**src/rtl/j1_io_fabric.sv**
```systemverilog
// J1 I/O fabric: decodes CPU I/O pages onto peripheral slots and a small block
// of control registers holding interrupt pending/mask state and decode-error tracking.
module j1_io_fabric #(
    parameter int unsigned N_SLOTS       = 8,
    parameter logic [7:0]  BASE_PAGE     = 8'h60,
    parameter logic [7:0]  CTRL_PAGE     = 8'h7F,
    parameter logic [15:0] DEFAULT_RDATA = 16'h0666
) (
    input  logic                  sys_clk_i,
    input  logic                  sys_rst_i,
    input  logic                  io_rd,
    input  logic                  io_wr,
    input  logic [15:0]           io_addr,
    input  logic [15:0]           io_dout,
    output logic [15:0]           io_din,
    output logic [N_SLOTS-1:0]    per_cs,
    output logic                  per_rd,
    output logic                  per_wr,
    output logic [7:0]            per_addr,
    output logic [15:0]           per_wdata,
    input  logic [16*N_SLOTS-1:0] per_rdata,
    input  logic [N_SLOTS-1:0]    per_irq,
    output logic                  irq
);

    localparam int unsigned DW = 16;
    localparam int unsigned IW = 4;
    localparam logic [8:0]  SLOT_END = 9'(BASE_PAGE) + 9'(N_SLOTS);
    localparam logic [15:0] ID_VALUE = {8'hF1, 8'(N_SLOTS)};

    localparam logic [3:0] REG_ID   = 4'h0;
    localparam logic [3:0] REG_PEND = 4'h1;
    localparam logic [3:0] REG_MASK = 4'h2;
    localparam logic [3:0] REG_EADR = 4'h3;
    localparam logic [3:0] REG_ECNT = 4'h4;

    logic [7:0]         page;
    logic               strobe;
    logic               ctrl_hit;
    logic               slot_hit;
    logic               unmapped;
    logic [IW-1:0]      slot_idx;
    logic [3:0]         reg_sel;
    logic               ctrl_wr;
    logic [DW-1:0]      slot_rdata;
    logic [DW-1:0]      ctrl_rdata;
    logic [DW-1:0]      rd_data;
    logic [N_SLOTS-1:0] w1c_mask;
    logic [N_SLOTS-1:0] irq_rise;

    logic [N_SLOTS-1:0] irq_sync;
    logic [N_SLOTS-1:0] irq_prev;
    logic [N_SLOTS-1:0] irq_pend;
    logic [N_SLOTS-1:0] irq_mask;
    logic [DW-1:0]      err_addr;
    logic [DW-1:0]      err_cnt;

    assign page      = io_addr[15:8];
    assign strobe    = io_rd | io_wr;
    assign reg_sel   = io_addr[3:0];
    assign ctrl_hit  = (page == CTRL_PAGE);
    // The control page shadows any slot that happens to share its page.
    assign slot_hit  = ({1'b0, page} >= {1'b0, BASE_PAGE}) && ({1'b0, page} < SLOT_END) && !ctrl_hit;
    assign slot_idx  = IW'(page - BASE_PAGE);
    assign unmapped  = strobe && !ctrl_hit && !slot_hit;
    assign ctrl_wr   = io_wr && ctrl_hit;

    assign per_rd    = io_rd;
    assign per_wr    = io_wr;
    assign per_addr  = io_addr[7:0];
    assign per_wdata = io_dout;

    always_comb begin
        per_cs     = '0;
        slot_rdata = '0;
        for (int unsigned i = 0; i < N_SLOTS; i++) begin
            if (slot_idx == IW'(i)) begin
                per_cs[i]  = strobe && slot_hit;
                slot_rdata = per_rdata[i*DW +: DW];
            end
        end
    end

    always_comb begin
        ctrl_rdata = '0;
        case (reg_sel)
            REG_ID:   ctrl_rdata = ID_VALUE;
            REG_PEND: ctrl_rdata = DW'(irq_pend);
            REG_MASK: ctrl_rdata = DW'(irq_mask);
            REG_EADR: ctrl_rdata = err_addr;
            REG_ECNT: ctrl_rdata = err_cnt;
            default:  ctrl_rdata = '0;
        endcase
    end

    always_comb begin
        rd_data = DEFAULT_RDATA;
        if (ctrl_hit) begin
            rd_data = ctrl_rdata;
        end else if (slot_hit) begin
            rd_data = slot_rdata;
        end
    end

    assign w1c_mask = (ctrl_wr && reg_sel == REG_PEND) ? io_dout[N_SLOTS-1:0] : '0;
    assign irq_rise = irq_sync & ~irq_prev;

    // Register file, interrupt edge capture and read-data return.
    always_ff @(posedge sys_clk_i) begin
        if (sys_rst_i) begin
            irq_sync <= '0;
            irq_prev <= '0;
            irq_pend <= '0;
            irq_mask <= '0;
            err_addr <= '0;
            err_cnt  <= '0;
            irq      <= 1'b0;
            io_din   <= '0;
        end else begin
            irq_sync <= per_irq;
            irq_prev <= irq_sync;
            irq_pend <= (irq_pend & ~w1c_mask) | irq_rise;
            if (ctrl_wr && reg_sel == REG_MASK) begin
                irq_mask <= io_dout[N_SLOTS-1:0];
            end
            if (unmapped) begin
                err_addr <= io_addr;
            end
            if (ctrl_wr && reg_sel == REG_ECNT) begin
                err_cnt <= '0;
            end else if (unmapped && err_cnt != 16'hFFFF) begin
                err_cnt <= err_cnt + 16'd1;
            end
            irq <= |(irq_pend & irq_mask);
            if (io_rd) begin
                io_din <= rd_data;
            end
        end
    end

endmodule

```
**config.mk**
```make
export PLATFORM = sky130hd
export DESIGN_NAME = j1_io_fabric
export DESIGN_NICKNAME = d
export VERILOG_FILES = /design/src/rtl/j1_io_fabric.sv
export SDC_FILE = /design/constraint.sdc
export NUM_CORES = 1
export LEC_CHECK = 0
export ABC_CLOCK_PERIOD_IN_PS = 5530
export CORE_UTILIZATION = 35
export DETAILED_ROUTE_END_ITERATION = 12
export GPL_TIMING_DRIVEN = 0
export PLACE_DENSITY = 0.75
export SLEW_MARGIN = 15
export SYNTH_ARGS = -nofsm -noshare
export SYNTH_HDL_FRONTEND = slang
export SYNTH_SLANG_ARGS = --single-unit
```
**constraint.sdc**
```tcl
create_clock -name sys_clk_i -period 5.53 [get_ports sys_clk_i]
set_input_delay 1.106 -clock sys_clk_i [delete_from_list [all_inputs] [get_ports sys_clk_i]]
set_output_delay 1.106 -clock sys_clk_i [all_outputs]
set_load 0.03 [all_outputs]
```
==> summary.md <==
| Metric | Value |
|---|---|
| Root Buffer | clkbuf_16 |
| Max Buffers Root-to-Sink | 2 |
| Largest net degree at the start of global routing | 17 |
| Die Footprint | 0.0155 mm² |
| Routed via count | 5939 |
| Syn. warnings | 0 |
| Initial antenna violation count | 0 |
| Pwr Total | 1.60 mW |
| Clock-pin transition on the worst setup and hold timing paths | 0.06 ns |
| Critical-path maximum fanout | 10 |
| Initial Util | 35.9% |
| Inst Count DP | 1041 |
| Vias per Instance | 5.62 |
| Core Rows | 44 |
| Number of antenna-violating nets in the routed design | 0 |
| Clock Sinks | 81 |
| Max cap viols | 0 |
| Core box area | 0.0146 mm² |
| Final hold vios | 0 |
| PostCTS Resize Cnt | 0 |
| Reg2Reg Depth | 6 |
| Area contributors post-synth | dfxtp_1 31%, mux2i_1 5.7%, buf_4 4.4% |
| Max VDD drop | 168 µV |
| Number of DRC markers in iteration 0 | 428 |
| Total grt overflow | 0 |
| Drc violations | 0 |
| # setup viols final | 0 |
| Worst-Skew Late Latency | 0.35 ns |
| CTS tree | built |
| Post-Route WL | 19.2 mm |
| CTS Hold Buffers Added | 0 |
| Post-route cell area | 0.00786 mm² |
| Non-Filler Instances | 1057 |
| Run status | finished clean |
| Setup Buffers After CTS | 0 |
| Crit-path slowest cell | clkdlybuf4s50_1 |
| Share of the synthesized area in the top cell type | 30.9% |
| Critical Path Most Common Cell | clkdlybuf4s50_1 |
| GRT Overall Usage | 24.5% |
| Die height | 124 µm |
| Worst EP required | 4.42 ns |
| Critical Path Max Stage Delay | 0.70 ns |
| Area leader, netlist | dfxtp_1 |
| CTS H-Tree Depth | 3 |
| Commonest cells in the netlist | 81 x dfxtp_1, 61 x nand2_1, 57 x nor2_1 |
| Worst Hold Class | flip-flop to flip-flop |
| Syn_nets | 820 |
| Startpoint Class | input pin |
| Sum Neg Setup Slack | 0 ns |
| Pre-CTS setup slack | 0.852 ns |
| Share of flip-flops with an asynchronous set or reset | 0% |
| Worst slew pin tran | 0.862 ns |
| Worst setup EP type | output port |
| Peak Freq | 0.212 GHz |
| Nets | 1041 |
| DRT Pass-1 Iters | 5 |
| Mapped Avg Cell Area | 8.10 µm² |
| IO Port Bufs | 210 |
| Crit path cell chain | clkdlybuf4s50_1, nand3b_1, nor2_1, clkbuf_1, nand3_1, nor3_1, clkdlybuf4s50_1 |
| Gate Count Post-Synth | 647 |
| Post-DP HPWL | 15.3 mm |
| Ys flop type | dfxtp_1 |
| Critical Path AT | 3.62 ns |
| DR WL/cell | 18.2 µm |
| Width of the die | 124 µm |
| Area Growth Syn to Fin | 49.9% |
| Setup Skew | 0.00874 ns |
| First-pass GRT wire length | 30.3 mm |
| Pwr dens | 204 mW/mm² |
| Hold Crit Depth | 2 |
| N_diodes | 0 |
| Leakage power | 2.86 nW |
| Vias in the first global route | 5692 |
| Yosys reg bits | 81 |
| Distinct cells, synth | 73 |
| Minimum clock period | 4.73 ns |
| Worst setup margin | 0.803 ns |
| Final-report max-slew violation count | 0 |
| Total I/O pin count | 223 |
| CP Class | input pin to output port |
| Count leader, synth | dfxtp_1 |
| Placed cell areas | 0.00757 mm² |
| Share of cells above drive strength 1 | 11.0% |
| Mapped cell area | 0.00524 mm² |
| EDFF count, synth | 0 |
| Tcrit/Tclk final | 85.5% |
| Relative slew slack | 41.7% |
| Gp weighted congestion | 0.907 |
| RSZ-0062 raised after global routing | no |
| Seq/Total Area, Yosys | 30.9% |
| CTS Buf Count | 9 |
[per-stage QoR]
stage / hold WS, ns / util [%]
after CTS: 0.460 / 53.9
after detailed placement: 0.450 / 51.9
after global routing: 0.471 / 53.9
after global placement: 0.438 / 51.9
final: 0.458 / 53.9
after floorplan: 0.430 / -
[cell families after synthesis]
logic type,Yosys count,synth area share [%]
simple gates,246,24.1
compound gates,186,25.2
buf+inv,85,8.71
flops,81,30.9
mux,46,10.5
xor+xnor,2,0.334
fa+ha+maj,1,0.239
[routing by layer]
metal  routed length, µm  part of all wire, %  global-route usage (%)
met5                   0                    0                       0
met4                 500                  2.6                    8.50
met3                1480                  7.7                    5.03
met2                9220                   48                    40.8
met1                8020                   42                    31.4
[registers in the layout, summed over array words and instances (netlist names)]
| name | count |
|---|---|
| irq_prev | 8 |
| irq | 1 |
| err_addr | 16 |
| irq_sync | 8 |
| irq_pend | 8 |
| io_din | 16 |
| irq_mask | 8 |
| err_cnt | 16 |
[layout by cell type (no fill, tap or decap), types with 5 or more instances in the layout]
master	synthesis	routed
nand4_1	11	11
nor2_1	57	57
buf_2	17	17
nor2b_1	32	32
a211o_1	5	5
a21o_1	5	5
nor3_1	14	14
dfxtp_1	81	81
or3_1	9	9
a32oi_1	6	6
inv_1	11	11
nand2b_1	17	17
nand2_1	61	61
mux2i_1	30	30
a21oi_1	42	42
nand3b_1	5	5
a2bb2oi_1	5	5
o21ai_0	25	25
mux2_2	10	10
clkbuf_1	23	23
a22oi_1	25	25
o22ai_1	8	8
nand3_1	14	14
clkdlybuf4s50_1	0	210
buf_4	31	31
clkbuf_16	0	9
mux4_2	5	5
a211oi_1	9	9
o221a_2	5	5
[layout make-up]
| cell class | count | area [µm²] |
|---|---|---|
| fill | 1333 | 6730 |
| multi-input combinational | 481 | 3160 |
| timing repair buffer | 210 | 2100 |
| sequential | 81 | 1620 |
| buffer | 73 | 412 |
| tap | 184 | 230 |
| clock buffer | 9 | 225 |
| clock inverter | 7 | 58.8 |
| inverter | 12 | 45.0 |
[critical path: cells and delay by family]
kind	cells	cell delay [ns]
buffers and inverters	3	1.55
and+or+nand+nor	4	0.96
[where the power goes]
| group | switching, mW | internal, mW |
|---|---|---|
| combinational | 0.189 | 0.217 |
| sequential | 0.0175 | 0.610 |
| clock | 0.260 | 0.311 |
[final timing paths]
| check | slack, ns | endpoint | startpoint |
|---|---|---|---|
| worst max-delay path | 0.80 | per_cs[0] | io_addr[15] |
| worst min-delay path | 0.46 | err_addr[6]$_SDFFE_PP0P_ | err_addr[6]$_SDFFE_PP0P_ |
| worst max register to register | 3.68 | err_cnt[0]$_SDFFE_PP0P_ | err_cnt[6]$_SDFFE_PP0P_ |
| worst min register to register | 0.46 | err_addr[6]$_SDFFE_PP0P_ | err_addr[6]$_SDFFE_PP0P_ |
Power figures use the tool's default switching activity.
